### config.mk
export PLATFORM = sky130hd
export DESIGN_NAME = binary_game_ctrl
export DESIGN_NICKNAME = d
export VERILOG_FILES = /design/src/rtl/binary_game_pkg.sv /design/src/rtl/game_lfsr.sv /design/src/rtl/binary_game_ctrl.sv
export SDC_FILE = /design/constraint.sdc
export NUM_CORES = 1
export LEC_CHECK = 0
export CAP_MARGIN = 30
export CORE_ASPECT_RATIO = 2
export CORE_MARGIN = 2
export CORE_UTILIZATION = 51
export DETAILED_ROUTE_END_ITERATION = 12
export PLACE_DENSITY = 0.8
export SLEW_MARGIN = 20
export SYNTH_ARGS = -nofsm -noshare
export SYNTH_HDL_FRONTEND = slang
export SYNTH_SLANG_ARGS = --single-unit
### constraint.sdc
create_clock -name clk -period 2.7 [get_ports clk]
set_input_delay 0.675 -clock clk [delete_from_list [all_inputs] [get_ports clk]]
set_output_delay 0.675 -clock clk [all_outputs]
set_load 0.005 [all_outputs]
### src/rtl/binary_game_pkg.sv
// Shared definitions for the binary guessing game: state encoding, LFSR shape
// and the level-dependent round length.
package binary_game_pkg;

    typedef enum logic [1:0] {
        ST_IDLE = 2'd0,
        ST_PLAY = 2'd1,
        ST_OVER = 2'd3
    } game_state_t;

    localparam int          LFSR_W    = 16;
    // Galois form of x^16 + x^14 + x^13 + x^11 + 1, shifting right
    localparam logic [15:0] LFSR_TAPS = 16'hB400;

    // max(base - lvl*step, min_t) evaluated in 64 bits so it cannot underflow
    function automatic logic [31:0] round_time(input logic [31:0] lvl,
                                               input logic [31:0] base,
                                               input logic [31:0] min_t,
                                               input logic [31:0] step);
        logic [63:0] dec;
        dec = 64'(lvl) * 64'(step);
        if (dec >= (64'(base) - 64'(min_t)))
            return min_t;
        else
            return base - dec[31:0];
    endfunction

    function automatic int lives_width(input int max_lives);
        return ($clog2(max_lives + 1) > 2) ? $clog2(max_lives + 1) : 2;
    endfunction

endpackage

### src/rtl/game_lfsr.sv
// Free-running 16-bit Galois LFSR; a nonzero seed keeps it off the all-zero
// lock-up state forever.
module game_lfsr
    import binary_game_pkg::*;
#(
    parameter logic [LFSR_W-1:0] SEED = 16'hACE1
) (
    input  logic              clk,
    input  logic              rst_n,
    output logic [LFSR_W-1:0] lfsr
);

    logic [LFSR_W-1:0] lfsr_reg;

    always_ff @(posedge clk or negedge rst_n) begin
        if (!rst_n)
            lfsr_reg <= SEED;
        else
            lfsr_reg <= {1'b0, lfsr_reg[LFSR_W-1:1]} ^ (lfsr_reg[0] ? LFSR_TAPS : '0);
    end

    assign lfsr = lfsr_reg;

endmodule

### src/rtl/binary_game_ctrl.sv
// Round controller for the binary guessing game: FSM, countdown timer, target
// capture, level and lives bookkeeping.
module binary_game_ctrl
    import binary_game_pkg::*;
#(
    parameter int          NUM_W     = 4,
    parameter int          LVL_W     = 8,
    parameter int          TIME_W    = 5,
    parameter int          TICK_DIV  = 50000000,
    parameter int          BASE_TIME = 20,
    parameter int          MIN_TIME  = 5,
    parameter int          TIME_STEP = 1,
    parameter int          MAX_LIVES = 3,
    parameter logic [15:0] LFSR_SEED = 16'hACE1
) (
    input  logic                                clk,
    input  logic                                rst_n,
    input  logic                                start_p,
    input  logic                                guess_p,
    input  logic [NUM_W-1:0]                    guess_val,
    output logic [NUM_W-1:0]                    target,
    output logic [1:0]                          state,
    output logic [LVL_W-1:0]                    level,
    output logic [TIME_W-1:0]                   timeleft,
    output logic [lives_width(MAX_LIVES)-1:0]   lives,
    output logic                                hit_p,
    output logic                                miss_p
);

    localparam int LIVES_W = lives_width(MAX_LIVES);
    localparam int CNT_W   = $clog2(TICK_DIV);
    localparam logic [CNT_W-1:0] TICK_MAX = CNT_W'(TICK_DIV - 1);

    logic [LFSR_W-1:0] lfsr;

    game_lfsr #(.SEED(LFSR_SEED)) u_lfsr (
        .clk   (clk),
        .rst_n (rst_n),
        .lfsr  (lfsr)
    );

    generate
        if (NUM_W < LFSR_W) begin : g_lfsr_spare
            logic lfsr_unused;
            assign lfsr_unused = ^lfsr[LFSR_W-1:NUM_W];
        end
    endgenerate

    game_state_t          state_reg, state_next;
    logic [LVL_W-1:0]     level_reg, level_next, level_inc;
    logic [TIME_W-1:0]    timeleft_reg, timeleft_next;
    logic [LIVES_W-1:0]   lives_reg, lives_next;
    logic [NUM_W-1:0]     target_reg, target_next;
    logic [CNT_W-1:0]     cnt_reg, cnt_next;
    logic                 hit_reg, hit_next, miss_reg, miss_next;
    logic                 tick, load;
    logic [LVL_W-1:0]     load_level;

    always_ff @(posedge clk or negedge rst_n) begin
        if (!rst_n) begin
            state_reg    <= ST_IDLE;
            level_reg    <= '0;
            timeleft_reg <= '0;
            lives_reg    <= LIVES_W'(MAX_LIVES);
            target_reg   <= LFSR_SEED[NUM_W-1:0];
            cnt_reg      <= '0;
            hit_reg      <= 1'b0;
            miss_reg     <= 1'b0;
        end else begin
            state_reg    <= state_next;
            level_reg    <= level_next;
            timeleft_reg <= timeleft_next;
            lives_reg    <= lives_next;
            target_reg   <= target_next;
            cnt_reg      <= cnt_next;
            hit_reg      <= hit_next;
            miss_reg     <= miss_next;
        end
    end

    assign tick      = (state_reg == ST_PLAY) && (cnt_reg == TICK_MAX);
    assign level_inc = (level_reg == {LVL_W{1'b1}}) ? level_reg : level_reg + LVL_W'(1);

    always_comb begin
        state_next    = state_reg;
        level_next    = level_reg;
        timeleft_next = timeleft_reg;
        lives_next    = lives_reg;
        target_next   = target_reg;
        cnt_next      = '0;
        hit_next      = 1'b0;
        miss_next     = 1'b0;
        load          = 1'b0;
        load_level    = level_reg;

        if (state_reg == ST_OVER)
            timeleft_next = '0;

        if (start_p) begin
            state_next = ST_PLAY;
            level_next = '0;
            lives_next = LIVES_W'(MAX_LIVES);
            load       = 1'b1;
            load_level = '0;
        end else if (state_reg == ST_PLAY) begin
            // The counter wraps on a tick even when a guess pre-empts it
            cnt_next = tick ? '0 : cnt_reg + CNT_W'(1);
            if (guess_p) begin
                if (guess_val == target_reg) begin
                    hit_next   = 1'b1;
                    level_next = level_inc;
                    load       = 1'b1;
                    load_level = level_inc;
                end else begin
                    miss_next  = 1'b1;
                    lives_next = lives_reg - LIVES_W'(1);
                    if (lives_reg == LIVES_W'(1)) begin
                        state_next    = ST_OVER;
                        timeleft_next = '0;
                    end
                end
            end else if (tick) begin
                if (timeleft_reg != '0) begin
                    timeleft_next = timeleft_reg - TIME_W'(1);
                end else begin
                    miss_next  = 1'b1;
                    lives_next = lives_reg - LIVES_W'(1);
                    if (lives_reg == LIVES_W'(1)) begin
                        state_next    = ST_OVER;
                        timeleft_next = '0;
                    end else begin
                        load = 1'b1;
                    end
                end
            end
        end

        if (load) begin
            target_next   = lfsr[NUM_W-1:0];
            timeleft_next = TIME_W'(round_time(32'(load_level), BASE_TIME, MIN_TIME, TIME_STEP));
            cnt_next      = '0;
        end
    end

    assign state    = state_reg;
    assign level    = level_reg;
    assign timeleft = timeleft_reg;
    assign lives    = lives_reg;
    assign target   = target_reg;
    assign hit_p    = hit_reg;
    assign miss_p   = miss_reg;

endmodule
### Word-level counts from Yosys, hierarchy flattened

Cells that the tools add are included.
Widths: inputs -> output; s select.

* add/sub/neg operators: 5
* order comparisons: 1
* eq/ne operators: 8
* multiplexer cells: 49
* bitwise logic cells: 1
* reductions and logical operators: 5

Operator list (number)
* $mux 26: 4
* $mux 5: 10
* $mux 8: 5
* $add 26x1->26 const B: 1
* $eq 26x26->1 const B: 1
* $mux 2: 13
* $mux 1: 16
* $mux 16: 1
* $xor 15x16->16: 1
* $add 8x1->8 const B: 1
* $eq 8x8->1 const B: 1
* $ge 8x4->1 const B: 1
* $ne 3x3->1 const B: 2
* $reduce_bool 5->1: 1
* $sub 5x1->5 const B: 1
* $sub 5x5->5 const A: 1
* $eq 2x1->1 const B: 2
* $eq 4x4->1: 1
* $reduce_and 4->1: 1
* $reduce_bool 3->1: 1
* $eq 2x2->1 const B: 1
* $reduce_bool 2->1: 1
* $sub 2x1->2 const B: 1
* $logic_and 1x1->1: 1

* bits in registers: 65
* input bits: 8
* logic and storage cells: 78

### Depth between registers and ports, before layout

Gate-level depths: netlist of the first run.

* depth in word-level cells: 9
* depth in mapped cells: 12

### Cells and area by module

Synthesis of the first run repeated with hierarchy kept, for this count alone.

* cell total of the unflattened synthesis: 290
* area, all modules: 3131.8 um2

Modules (own cells, without submodules)
* binary_game_ctrl: instances 1, cells an instance 271, area each 2695.1 um2
* game_lfsr: instances 1, cells an instance 19, area each 436.7 um2

### Worst setup path after synthesis of the first run

OpenSTA, ideal clock, no wires.

* path kind: input -> register
* start: input guess_val[2]
* end: register timeleft_reg[4], in the netlist timeleft[4]
* arrival: 2.281 ns
* required time: 2.572 ns
* slack: 0.291 ns
* cell stages on the path: 12
* buffers on the path: 1
* cell sequence: xnor2_1 -> nand4_1 -> buf_2 -> nor2_1 -> xnor2_1 -> nor2_1 -> inv_1 -> ha_1 -> inv_1 -> a21oi_1 -> xnor2_1 -> o22ai_1

* word-level cells in the longest chain between the ends: 8
* elaborated cells on any way between the ends: 17
* classes of those cells: 1 x add/sub; 1 x order compare; 1 x eq/ne; 14 x mux

RTL lines
* start: declaration: RTL line binary_game_ctrl.sv:20 `input logic [NUM_W-1:0] guess_val,`
* $eq 4x4->1 *: RTL line binary_game_ctrl.sv:109 `if (guess_val == target_reg) begin`
* $mux 8 * (2 in a row)
* $mux 8 *: RTL line binary_game_ctrl.sv:105 `end else if (state_reg == ST_PLAY) begin`
* $mux 8 *: RTL line binary_game_ctrl.sv:99 `if (start_p) begin`
* via level_next[0]: RTL line binary_game_ctrl.sv:50 `logic [LVL_W-1:0] level_reg, level_next, level_inc;`
* $ge 8x4->1 / $sub 5x5->5 (equally long branches): RTL line binary_game_pkg.sv:22, binary_game_pkg.sv:25
* $mux 5 *: RTL line binary_game_pkg.sv:22 `if (dec >= (64'(base) - 64'(min_t)))`
* $mux 5 *: RTL line binary_game_ctrl.sv:138 `if (load) begin`
* via timeleft_next[4]: RTL line binary_game_ctrl.sv:51 `logic [TIME_W-1:0] timeleft_reg, timeleft_next;`
* end signal: assignment: RTL line binary_game_ctrl.sv:72 `timeleft_reg <= timeleft_next;`
* end: declaration: RTL line binary_game_ctrl.sv:51

The timed path passes the listed nets; every way through them passes the cells marked *.
A chain may end at the register's enable or synchronous reset.

### Worst setup path in the final report of the first run

* start: input guess_val[2]
* end: register timeleft_reg[2], in the netlist timeleft[2]

* word-level cells in the longest chain between the ends: 8
* elaborated cells on any way between the ends: 17
* classes of those cells: 1 x add/sub; 1 x order compare; 1 x eq/ne; 14 x mux

RTL lines (RTL line)
* $eq 4x4->1: binary_game_ctrl.sv:109
* $mux 8 (2 in a row)
* $mux 8: binary_game_ctrl.sv:105
* $mux 8: binary_game_ctrl.sv:99
* via level_next[7]: binary_game_ctrl.sv:50
* $ge 8x4->1: binary_game_pkg.sv:22
* $mux 5: binary_game_pkg.sv:22
* $mux 5: binary_game_ctrl.sv:138
* via timeleft_next[2]: binary_game_ctrl.sv:51

The timed path passes the listed nets, and every way through them passes these cells.

==> results by group, run 1 <==
Timing
  – Max Clock Freq: 375.6 MHz
  – RSZ-0062 raised after global routing: false
  – Max transition margin: ~70%
  – Final Hold Fails: 0
  – Clock skew: slightly above 0.008 ns
  – Final min period: 2.662 ns
  – Least-Margin Pin Slew: 0.4499 ns
  – Period utilisation layout: 98.61%
  – Setup-failing EPs final: 0
  – Final slew viol count: 0

Place
  – Port Buf Inserts: 30
  – Post-detail-place hpwl: 4628 um
  – Final Wtd Congestion: 0.7995
  – Area after DPL: 3627 um^2

Power
  – Total Power: 0.002393 W
  – Logic pwr share: 7.3%
  – Switch Pwr: 0.0005164 W
  – Switching Fraction: 21.58%
  – Pleak: 1.687 nW
  – Clock network fraction of design power: between 50% and 60%
  – Pwr per Cell Area: 606.1 nW/um^2
  – Cell Int Power: around 0.0019 W
  – Peak supply drop: around 0.44 mV
  – Seq pwr share: 42.3%

Hold path
  – Hold Path Class: in2async

Route
  – Post-Route WL: between 6000 and 7000 um
  – Total iterations of the first detailed-routing run: 4
  – Vias per cell: 5.648
  – Routed Antenna Nets: 0
  – Routed vias: 2,378
  – Residual DRC: 0
  – DR WL/cell: 15.73 um
  – DRT iter0 DRCs: 93

Setup path
  – Arrival time worst endpoint: a little under 3 ns
  – Critical Path Max Stage Delay: 0.47 ns
  – Crit path cell chain: clkdlybuf4s50_1 > xnor2_1 > nand4_1 > buf_4 > nor4_1 > nor2_1 > a211oi_1 > nand4b_4 > a2bb2oi_2
  – CP startpoint kind: input pin
  – Worst Path Class, Setup: in2reg
  – Flop-to-flop setup slack: between 0.3 and 0.4 ns
  – Worst path depth: 9
  – Worst r2r path cells: 8
  – CP max-delay cell: clkdlybuf4s50_1
  – Worst EP required: 2.95 ns
  – Top Family by Delay on Critical Path: simple AND/OR/NAND/NOR gates
  – Worst Setup SP: guess_val[2]
  – RR Startpoint: level[0]$_DFF_PN0_
  – Reg2reg end: timeleft[2]$_DFF_PN0_
  – Crit path buf inv count: 2
  – CP endpoint kind: flip-flop
  – CP Max Fanout: 9

GRT
  – Antenna violations before repair: 0
  – GRT Residual Overflow: 0
  – Vias in the first global route: 2,487
  – Global-route wire length before repair: 11,280 um
  – Total track usage: 22.26%
  – Pin count of the biggest net entering global routing: 66

Yosys
  – Ranking of synthesized cells by area: dfrtp_1 43%, dfstp_2 9.2%, xor2_1 5.6%
  – Gate Count Post-Synth: 299
  – Count leader, synth: dfrtp_1
  – Synth Flop Type: dfrtp_1
  – Sequential fraction of the synthesis area: a little over half
  – Synthesized Nets: 313
  – Synth Register Bits: 65
  – Mapped Area: between 3000 and 4000 um^2
  – Post-synth ARST share: 100.0%
  – Synthesized area per cell: 10.46 um^2
  – Synth warn: 0
  – Cell variety after synth: between 50 and 60
  – Cell taking the most area after synthesis: dfrtp_1
  – Commonest cells post-synth: 54 x dfrtp_1, 45 x nor2_1, 28 x nand2_1
  – Area share of the largest cell type after synthesis: 43.22%
  – EDFF count, synth: 0

CTS
  – Post-CTS Hold Fix Bufs: 0
  – Clk_lat worst skew: 0.33 ns
  – CTS Sinks: 65
  – Clk pin slew, worst setup/hold paths: 0.05 ns
  – CTS tree: done
  – CTS Buf Count: 9
  – CTS Buffer Depth: 2
  – CTS H-tree depth: 3
  – Clock Tree Root: clkbuf_16

Floorplanning
  – IO Count: 31
  – Starting Density: between 50% and 60%
  – Floorplan die width: 59.37 um
  – Die Area: approximately 6800 um^2
  – Die Ht: between 100 and 150 um
  – Row count: 40
  – Core Region: 5956 um^2

Finish
  – Fillers: 473
  – Final net count: roughly 370
  – Area grow syn2layout: 26.25%
  – Final instance area: slightly below 4000 um^2
  – ANT cells: 0
  – Max FFs per register: 26
  – Share of layout cells above drive strength 1: 18.44%

Flow run
  – Max-Cap Viols: 0

Status
  – Status: finished clean
==> stage by stage <==
stage          instances  worst slack [ns]  hold slack [ns]  TNS (ns)  utilization, %
3_5_place_dp         405           -0.2414           0.3386    -1.154           60.90
4_1_cts              421            0.1095           0.3551         0           66.13
6_report             421           0.03755           0.3537         0           66.28
5_1_grt              421          0.006836           0.3576         0           66.28
2_1_floorplan        299            0.2912           0.3312         0               -
3_3_place_gp         405           -0.1908           0.3434   -0.8332           60.90
==> logic make-up after synthesis <==
kind of cell               after synthesis  synth area share, %
adders and majority gates                6                2.401
buffers and inverters                   21                2.721
xor gates and xnor gates                37                10.36
muxes                                    2               0.6803
and+or+nand+nor                        132                22.49
DFF                                     65                52.46
AOI/OAI and AO/OA                       36                8.884
==> how the worst max path moves through the flow <==
stage	end
floorplan	timeleft[4]$_DFF_PN0_
global placement	timeleft[3]$_DFF_PN0_
detailed placement	timeleft[2]$_DFF_PN0_
CTS	timeleft[2]$_DFF_PN0_
global route	timeleft[2]$_DFF_PN0_
finish	timeleft[2]$_DFF_PN0_
==> timing repair <==
action                                  CTS  global route
endpoints found under the setup margin    0             4
buffers inserted                          0             0
gates resized for setup                   0             2
==> power by group through the flow <==
stage                     combinational, W  clock, W  sequential, W
after floorplan                  0.0000842         0        0.00103
after global placement            0.000170         0        0.00103
after detailed placement          0.000175         0        0.00103
after CTS                         0.000176   0.00124        0.00101
after global routing              0.000194   0.00128        0.00101
final                             0.000176   0.00120        0.00101
==> cell usage in the layout (no fill, tap or decap), types with 3 or more instances in the layout <==
master and n:
nor4_1 3, ha_1 6, nand2_1 28, clkinv_2 3, nor3_1 5, a21oi_1 9
o22ai_1 3, clkbuf_16 9, clkdlybuf4s50_1 29, nand3_1 12, buf_4 18, nor2_1 44
nand4_1 8, o21ai_0 6, xor2_1 20, nand3_2 3, inv_1 15, dfstp_2 11
xnor2_1 17, nand3b_1 3, dfrtp_1 54, and3_1 3, or4_1 4
==> layer usage <==
layer | vias to the layer above | global-route usage, % | wire, um
met4 | 0 | 13.18 | 231
met5 | - | 0 | 0
met3 | 23 | 5.849 | 198
met1 | 1161 | 24.25 | 2433
li1 | 1143 | - | -
met2 | 51 | 37.44 | 3759
==> area by class of cell <==
type                    count  area (um^2)  share of cell area [%]
clock buffers              10        229.0                   5.800
clock inverters             6        82.58                   2.092
inverters                  15        56.30                   1.426
multi-input cells         213         1410                   35.72
flip-flops and latches     65         1640                   41.55
well taps                  63        78.83                   1.997
repair buffers             49        450.4                   11.41
No activity file was read; power rests on OpenSTA's default activity.
==> inputs of run 2 (changes only) <==
--- a/config.mk
+++ b/config.mk
@@ -10,6 +10,7 @@
 export CORE_MARGIN = 2
 export CORE_UTILIZATION = 51
 export DETAILED_ROUTE_END_ITERATION = 12
+export MAX_ROUTING_LAYER = met4
 export PLACE_DENSITY = 0.8
 export SLEW_MARGIN = 20
 export SYNTH_ARGS = -nofsm -noshare
==> run 2 against run 1 <==
  * Global-route usage grew 0.64 points
  * Sequential share of layout area stayed put
  * Clock-buffer cell count unchanged
  * Sequential power is essentially flat
  * Combinational power hardly changed
  * First-iteration DRC count down 3.2%
  * Critical path type unchanged
==> results by group, run 2 (synthesized netlist as in run 1, its figures left out) <==
Status
  – Status: finished clean

Floorplanning
  – Row count: 40 (unchanged)
  – IO Count: 31 (unchanged)
  – Starting Density: 52.50% (unchanged)
  – Core Region: 5956 um^2 (unchanged)
  – Floorplan die width: 59.37 um (unchanged)
  – Die Area: 6811 um^2 (unchanged)
  – Die Ht: 114.7 um (unchanged)

Setup path
  – Top Family by Delay on Critical Path: simple AND/OR/NAND/NOR gates
  – Worst Path Class, Setup: in2reg
  – Flop-to-flop setup slack: 0.31 ns (about the same)
  – Crit path cell chain: clkdlybuf4s50_1 > xnor2_1 > nand4_1 > buf_4 > nor4_1 > nor2_1 > a211oi_1 > nand4b_4 > a2bb2oi_2
  – Critical Path Max Stage Delay: 0.47 ns (about the same)
  – RR Startpoint: level[0]$_DFF_PN0_
  – CP startpoint kind: input pin
  – Arrival time worst endpoint: 2.91 ns (about the same)
  – Worst r2r path cells: 8 (unchanged)
  – CP max-delay cell: clkdlybuf4s50_1
  – Worst EP required: 2.95 ns (about the same)
  – Reg2reg end: timeleft[2]$_DFF_PN0_
  – Crit path buf inv count: 2 (unchanged)
  – CP Max Fanout: 9 (unchanged)
  – CP endpoint kind: flip-flop

CTS
  – Clk pin slew, worst setup/hold paths: 0.05 ns (about the same)
  – Clock Tree Root: clkbuf_16
  – Clk_lat worst skew: 0.33 ns (about the same)
  – CTS Sinks: 65 (unchanged)
  – CTS tree: done
  – CTS Buffer Depth: 2 (unchanged)
  – CTS H-tree depth: 3 (unchanged)
  – CTS Buf Count: 9 (unchanged)
  – Post-CTS Hold Fix Bufs: 0 (unchanged)

Timing
  – Max Clock Freq: 377.2 MHz (+0.44%)
  – Final Hold Fails: 0 (unchanged)
  – Max transition margin: 69.63% (unchanged)
  – Hold Slack: 0.3506 ns (-0.003133 ns)
  – Final worst setup slack: 0.04912 ns (+0.01157 ns)
  – Setup-failing EPs final: 0 (unchanged)
  – Final slew viol count: 0 (unchanged)
  – Clock skew: 0.007949 ns (-0.0002161 ns)
  – Least-Margin Pin Slew: 0.4499 ns (unchanged)
  – Final min period: 2.651 ns (-0.01157 ns)
  – RSZ-0062 raised after global routing: false
  – Setup_tns: 0 ns (unchanged)
  – Period utilisation layout: 98.18% (-0.43 points)

Finish
  – Most frequent cells in the layout: 54 x dfrtp_1, 44 x nor2_1, 29 x clkdlybuf4s50_1
  – ANT cells: 0 (unchanged)
  – Sequential standard cell area: 1640 um^2 (unchanged)
  – Area grow syn2layout: 26.25% (unchanged)
  – Final net count: 367 (unchanged)
  – Most common cell after layout, fill and taps aside: dfrtp_1
  – Share of layout cells above drive strength 1: 18.44% (unchanged)
  – Fillers: 473 (unchanged)
  – Area of the multi-input gates: 1410 um^2 (unchanged)
  – Max FFs per register: 26 (unchanged)
  – Core Util, Final: 66.28% (unchanged)

Route
  – Total iterations of the first detailed-routing run: 4 (unchanged)
  – DRT iter0 DRCs: 90 (-3.2%)
  – Vias per cell: 5.670 (+0.38%)
  – Post-Route WL: 6608 um (-0.20%)
  – Residual DRC: 0 (unchanged)
  – DR WL/cell: 15.70 um (-0.20%)
  – Routed vias: 2,387 (+0.38%)
  – Routed Antenna Nets: 0 (unchanged)

GRT
  – Met3 GRT Util: 5.849% (unchanged)
  – GR Layer Usage met1: 24.17% (-0.075 points)
  – Antenna violations before repair: 0 (unchanged)
  – Total track usage: 22.89% (+0.64 points)
  – Vias in the first global route: 2,491 (+0.16%)
  – Met2 usage: 37.44% (unchanged)
  – Pin count of the biggest net entering global routing: 66 (unchanged)
  – Busiest layer in global routing: met2
  – Global-route wire length before repair: 11,280 um (unchanged)
  – GRT Residual Overflow: 0 (unchanged)

Place
  – Final Wtd Congestion: 0.8110 (+1.4%)
  – Post-detail-place hpwl: 4628 um (unchanged)
  – Port Buf Inserts: 30 (unchanged)
  – Worst slack at placement: -0.2414 ns (unchanged)

Flow run
  – Max-Cap Viols: 0 (unchanged)

Power
  – Pleak: 1.687 nW (unchanged)
  – Total Power: 0.002391 W (about the same)
  – Peak supply drop: 0.4346 mV (-0.39%)
  – Pwr per Cell Area: 605.7 nW/um^2 (about the same)

Hold path
  – Hold Path Class: in2async
-- run 2: what timing repair did --
action	in CTS	in global routing
endpoints found under the hold margin	0	0
setup buffers	0	0
gates resized for setup	0	2
setup endpoints to repair	0	4
-- run 2: worst max path at each step --
stage | from | endpoint | cells past startpoint
final | guess_val[2] | timeleft[2]$_DFF_PN0_ | 9
after global routing | guess_val[2] | timeleft[2]$_DFF_PN0_ | 9
after CTS | guess_val[2] | timeleft[2]$_DFF_PN0_ | 9
after detailed placement | guess_val[2] | timeleft[2]$_DFF_PN0_ | 9
after global placement | guess_val[2] | timeleft[3]$_DFF_PN0_ | 9
after floorplan | guess_val[2] | timeleft[4]$_DFF_PN0_ | 12
-- run 2: power breakdown --
part / internal (W) / total [W] / switching [W] / leakage [nW]
sequential: 0.000995 / 0.00101 / 0.0000175 / 0.851
clock: 0.000802 / 0.00120 / 0.000402 / 0.152
combinational: 0.0000799 / 0.000175 / 0.0000956 / 0.683
-- run 2: layer usage --
metal | wire length, um | part of all wire (%) | vias to the layer above
li1 | - | - | 1141
met3 | 175 | 2.6 | 21
met4 | 225 | 3.4 | 0
met2 | 3770 | 57 | 46
met5 | 0 | 0 | -
met1 | 2437 | 37 | 1179
-- run 2: through the flow --
stage                     std cells  area, um^2
final                           421        3948
after global routing            421        3948
after CTS                       421        3939
after detailed placement        405        3627
after global placement          405        3627
after floorplan                 299        3127
-- run 2: final cells by class --
type,instances,area share [%]
multi-input cells,213,35.72
repair buffers,49,11.41
inverters,15,1.426
clock buffers,10,5.800
flip-flops and latches,65,41.55
well taps,63,1.997
clock inverters,6,2.092
==> inputs of run 3 (changes only) <==
--- a/config.mk
+++ b/config.mk
@@ -7,7 +7,7 @@
 export LEC_CHECK = 0
 export CAP_MARGIN = 30
 export CORE_ASPECT_RATIO = 2
-export CORE_MARGIN = 2
+export CORE_MARGIN = 1.5
 export CORE_UTILIZATION = 51
 export DETAILED_ROUTE_END_ITERATION = 12
 export MAX_ROUTING_LAYER = met4
==> run 3 against run 2 <==
  * Sequential cell count did not move
  * Non-clock buffer count rose by 2
  * Largest cell class unchanged
  * Hold slack got worse by 0.0027 ns
  * Routed wire length rose by 2.7%
  * Power fell by 6.0%
  * Core utilization rose by 0.17 points
  * Final cell count rose by 0.48%
  * Setup slack got worse by 0.027 ns
  * Sequential power barely moved
  * Critical path type unchanged
  * Register-to-register slack got worse by 0.05 ns
  * Sequential share of layout area fell by 0.11 points
==> results by group, run 3 (synthesized netlist as in run 1, its figures left out) <==
Finish
  – Final instance area: 3958 um^2 (+0.25%)
  – Max FFs per register: 26 (unchanged)
  – ANT cells: 0 (unchanged)
  – Area grow syn2layout: 26.57%
  – Most common cell after layout, fill and taps aside: dfrtp_1
  – Most frequent cells in the layout: 54 x dfrtp_1, 44 x nor2_1, 29 x clkdlybuf4s50_1
  – Core Util, Final: 66.45% (+0.17 points)
  – Final net count: 369 (+0.54%)
  – Share of layout cells above drive strength 1: 20.00% (+1.6 points)

Route
  – Vias per cell: 5.700 (+0.53%)
  – Post-Route WL: 6789 um (+2.7%)
  – Total iterations of the first detailed-routing run: 4 (unchanged)
  – Residual DRC: 0 (unchanged)
  – Routed vias: 2,411 (+1.0%)
  – Routed Antenna Nets: 0 (unchanged)
  – DR WL/cell: 16.05 um (+2.3%)
  – DRT iter0 DRCs: 106 (+18%)

Setup path
  – CP most frequent cell: buf_4
  – CP Max Fanout: 5 (-4)
  – Crit path cell chain: clkdlybuf4s50_1 > xnor2_1 > nand4_1 > buf_4 > buf_4 > nor4_1 > nor2_1 > a211oi_2 > nand4b_4 > o221ai_2
  – Worst EP required: 2.90 ns (-0.05 ns)
  – CP max-delay cell: clkdlybuf4s50_1
  – Worst Path Class, Setup: in2reg
  – Arrival time worst endpoint: 2.88 ns (-0.03 ns)
  – CP startpoint kind: input pin
  – Critical Path Max Stage Delay: 0.49 ns (+0.02 ns)
  – CP endpoint kind: flip-flop

CTS
  – CTS Buffer Depth: 2 (unchanged)
  – CTS Sinks: 65 (unchanged)
  – Clk pin slew, worst setup/hold paths: 0.05 ns (about the same)
  – Clk_lat worst skew: 0.33 ns (about the same)
  – Clock Tree Root: clkbuf_16
  – CTS H-tree depth: 3 (unchanged)
  – CTS Buf Count: 9 (unchanged)
  – Post-CTS Hold Fix Bufs: 0 (unchanged)
  – CTS tree: done

Floorplanning
  – Starting Density: 52.50% (unchanged)
  – Row count: 40 (unchanged)
  – Die Ht: 113.7 um (-0.87%)
  – IO Count: 31 (unchanged)
  – Floorplan die width: 58.37 um (-1.7%)
  – Die Area: 6638 um^2 (-2.5%)
  – Core Region: 5956 um^2 (unchanged)

Power
  – Logic pwr share: 8.0% (+0.7 points)
  – Switch Pwr: 0.0005074 W (-1.4%)
  – Clock network fraction of design power: 47.0% (-3.3 points)
  – Seq pwr share: 45.1% (+2.8 points)
  – Pwr per Cell Area: 568.1 nW/um^2 (-6.2%)
  – Cell Int Power: 0.001741 W (-7.2%)
  – Pleak: 1.688 nW (about the same)
  – Peak supply drop: 0.4416 mV (+1.6%)
  – Switching Fraction: 22.57% (+1.0 points)

Place
  – Final Wtd Congestion: 0.8282 (+2.1%)
  – Area after DPL: 3615 um^2 (-0.34%)
  – Post-detail-place hpwl: 4845 um (+4.7%)
  – Port Buf Inserts: 30 (unchanged)

Timing
  – RSZ-0062 raised after global routing: false
  – Final Hold Fails: 0 (unchanged)
  – Final min period: 2.678 ns (+0.02685 ns)
  – Least-Margin Pin Slew: 0.5960 ns (+0.1461 ns)
  – Max Clock Freq: 373.5 MHz (-1.0%)
  – Setup-failing EPs final: 0 (unchanged)
  – Final slew viol count: 0 (unchanged)
  – Hold Slack: 0.3479 ns (-0.002672 ns)
  – Clock skew: 0.005028 ns (-0.002921 ns)
  – Max transition margin: 60.27% (-9.4 points)
  – Period utilisation layout: 99.18% (+0.99 points)

GRT
  – Pin count of the biggest net entering global routing: 28 (-58%)
  – Total track usage: 23.31% (+0.41 points)
  – Vias in the first global route: 2,540 (+2.0%)
  – GRT Residual Overflow: 0 (unchanged)
  – Global-route wire length before repair: 11,330 um (+0.43%)
  – Antenna violations before repair: 0 (unchanged)

Status
  – Status: finished clean

Flow run
  – Max-Cap Viols: 0 (unchanged)

Hold path
  – Hold Path Class: in2async
-- run 3: cell count changes in the layout (fill, tap and decap cells not counted), moves of 2 or more --
cell	previous run	this run
clkbuf_8	0	2
a21oi_1	9	7
bufinv_16	2	0
buf_4	18	20
a21oi_2	0	2
-- run 3: worst paths after layout --
path                                                start                   endpoint  slack [ns]  cells after the start
min in group clk                u_lfsr.lfsr[12]$_DFF_PN0_  u_lfsr.lfsr[11]$_DFF_PN1_        0.35                      0
max in group asynchronous                           rst_n  u_lfsr.lfsr[10]$_DFF_PN1_        1.57                      2
worst max-delay path                         guess_val[3]      timeleft[1]$_DFF_PN0_        0.02                     10
worst max register to register         level[0]$_DFF_PN0_      timeleft[2]$_DFF_PN0_        0.26                      8
worst min-delay path                                rst_n       cnt_reg[8]$_DFF_PN0_        0.35                      1
worst min register to register  u_lfsr.lfsr[12]$_DFF_PN0_  u_lfsr.lfsr[11]$_DFF_PN1_        0.35                      0
-- run 3: layer usage --
| metal | up-vias | track usage [%] | wire (um) |
|---|---|---|---|
| met5 | - | - | 0 |
| met4 | 0 | 12.40 | 160 |
| met3 | 16 | 5.669 | 166 |
| met2 | 50 | 40.22 | 3986 |
| met1 | 1201 | 23.31 | 2476 |
| li1 | 1144 | - | - |
-- run 3: layout make-up --
cell class                 count  area, um^2
fill                         461        1998
sequential                    65        1640
multi-input combinational    213        1450
timing repair buffer          51       456.7
clock buffer                  13       260.3
tap                           63       78.83
inverter                      15       56.30
clock inverter                 3       15.01
-- run 3: metrics by stage --
stage,setup TNS (ns),setup slack [ns],total power [W],cells
6_report,0,0.02227,0.002248,423
5_1_grt,0,0.007573,0.002340,423
3_5_place_dp,-1.598,-0.3146,0.001202,405
4_1_cts,0,0.01057,0.002272,421
3_3_place_gp,-0.8180,-0.1864,0.001196,405
2_1_floorplan,0,0.2912,0.001109,299
-- run 3: power by group through the flow --
stage / combinational [W] / sequential (W) / clock, W
final: 0.000179 / 0.00101 / 0.00106
after global routing: 0.000199 / 0.00101 / 0.00113
after CTS: 0.000176 / 0.00101 / 0.00108
after detailed placement: 0.000174 / 0.00103 / 0
after global placement: 0.000168 / 0.00103 / 0
after floorplan: 0.0000842 / 0.00103 / 0
-- run 3: what timing repair did --
item / in CTS / in global routing
setup endpoints to repair: 1 / 5
gates cloned: 0 / 1
setup buffers: 0 / 1
pin swaps: 0 / 4
resized for setup: 1 / 11
-- run 3: critical path: cells and delay by family --
family                    cells  cell delay [ns]
AOI/OAI and AO/OA             2             0.41
buffers and inverters         3             0.81
and+or+nand+nor               4             0.84
xor gates and xnor gates      1             0.14
==> RTL edit: new RTL, config.mk and constraints of run 2 <==
Reset style: synchronous (`rst_n`), changed in 2 clocked blocks.
--- a/src/rtl/game_lfsr.sv
+++ b/src/rtl/game_lfsr.sv
@@ -12,7 +12,7 @@
 
     logic [LFSR_W-1:0] lfsr_reg;
 
-    always_ff @(posedge clk or negedge rst_n) begin
+    always_ff @(posedge clk) begin
         if (!rst_n)
             lfsr_reg <= SEED;
         else
--- a/src/rtl/binary_game_ctrl.sv
+++ b/src/rtl/binary_game_ctrl.sv
@@ -56,7 +56,7 @@
     logic                 tick, load;
     logic [LVL_W-1:0]     load_level;
 
-    always_ff @(posedge clk or negedge rst_n) begin
+    always_ff @(posedge clk) begin
         if (!rst_n) begin
             state_reg    <= ST_IDLE;
             level_reg    <= '0;
Behaviour: differs if rst_n is asserted again (counterexample within 4 cycles, from zero or initial values and one cycle with rst_n low); with rst_n held inactive, the same outputs for 10 cycles.
==> RTL edit against run 2 <==
Die area grew 0.95%. Design area increased by 2.7%. Count of clock-buffer cells in the layout up 5. Power rose by 0.11%. Worst setup slack better by 0.020 ns. Sequential cell count did not move. Highest routed layer unchanged. Wire length is 1.3% higher. Area after synthesis up 1.0%. Final cell count rose by 6.7%.
==> RTL edit: results (changes against run 2) <==
Outcome
  • Run status: completed

Worst setup path
  • Flop2flop setup slack: 0.22 ns (-0.09 ns)
  • Delay-heaviest family, CP: compound AO/OA/AOI/OAI gates
  • Reg-to-reg critical path endpoint: timeleft[3]$_SDFF_PN0_
  • Critical path peak fanout: 7 (-2)
  • Critical Path Sink: timeleft[4]$_SDFF_PN0_
  • Crit path launch: guess_val[3]
  • Crit path largest cell delay: 0.44 ns (-0.03 ns)
  • Worst r2r src: level[0]$_SDFF_PN0_
  • R2R depth: 11 (+3)

Clock tree
  • Clock latency on the worst-skew pair: 0.33 ns (about the same)

Synth
  • Most instantiated cells after synthesis: 65 x dfxtp_1, 36 x nor2_1, 22 x nand2_1, 18 x nor2_4
  • Yosys cell types: 59 (+16%)
  • Ranking of synthesized cells by area: dfxtp_1 41%, nor2_4 6.4%, nor2_1 4.3%
  • Syn nets: 340 (+8.6%)
  • Cell count after synthesis: 326 (+9.0%)
  • Async S/R FF share, synth: 0 (-1.000)
  • Post-synthesis sequential area ratio: 0.4120 (-0.1126)
  • Primary FF master, synth: dfxtp_1

Routing
  • Average wire per standard cell: 14.91 microns (-5.0%)
  • 1st-iter DRT viols: 102 (+13%)
  • Final WL: 6693 microns (+1.3%)
  • Vias per inst: 5.570 (-1.8%)
  • First-pass iteration count of the detailed router: 5 (+1)

Finish
  • Final net count: 395 (+7.6%)
  • Layout cell share with drive strength beyond 1: 0.2098 (+0.02549)

Timing
  • FMAX: 380.1 MHz (+0.76%)
  • Fin. max-slew vios: 0 (unchanged)
  • Fin Clk Skew: 0.007176 ns (-0.0007733 ns)
  • Slew @ Worst Pin: 0.4109 ns (-0.03898 ns)

Placement
  • GPL Wtd Cong: 0.8600 (+6.0%)
  • Placed insts: 432 (+6.7%)
  • DP Area: 3640 sq um (+0.34%)
  • Hpwl dp: 4867 microns (+5.2%)
  • Pre-CTS setup slack: -0.2639 ns (-0.02248 ns)

GRT
  • Largest net degree at the start of global routing: 27 (-59%)
  • Total GRT Usage: 0.2202 (-0.008738)
  • Global-route wire length before repair: 10940 microns (-3.1%)
  • Number of global-route vias before repair: 2501 (+0.40%)

Min path
  • Hold_sp: u_lfsr.lfsr[7]$_SDFF_PN1_
  • Worst Hold Class: reg -> reg

Pwr
  • Logic pwr share: 0.066 (-0.007)
  • Sw frac: 0.2043 (-0.01094)
  • Combinational cell power: 0.000158 W (-9.7%)
  • Pleak: 1.469 nW (-13%)
  • Peak VDD IR: 0.5591 mV (+29%)
==> RTL edit: layout make-up <==
cell class	instances	area, sq um
Clock buffer	15	297.8
Clock inverter	1	30.03
Fill cell	451	1952
Inverter	13	48.80
Multi-Input combinational cell	240	1802
Sequential cell	65	1301
Tap cell	63	78.83
Timing Repair Buffer	52	495.5
==> RTL edit: metrics by stage <==
step                      hold WS [ns]  setup TNS, ns
after floorplan                 0.3863              0
after global placement          0.3952         -5.784
after detailed placement        0.3931         -6.604
after CTS                       0.4101              0
after global routing            0.4143        -0.1010
final                           0.4046              0
==> RTL edit: layer usage <==
metal	vias to the layer above	share of wire	global-route usage
met5	-	0	-
met4	0	0.036	0.1333
met3	22	0.033	0.05399
met2	60	0.56	0.3862
met1	1184	0.37	0.2041
li1	1235	-	-
==> RTL edit: kinds of logic after synthesis <==
logic type,count (synthesis),synth area share
mux,7,0.02219
buf+inv,21,0.03724
xor+xnor,34,0.1038
fa+ha+maj,6,0.02377
compound gates,38,0.09073
simple gates,155,0.3102
flops,65,0.4120
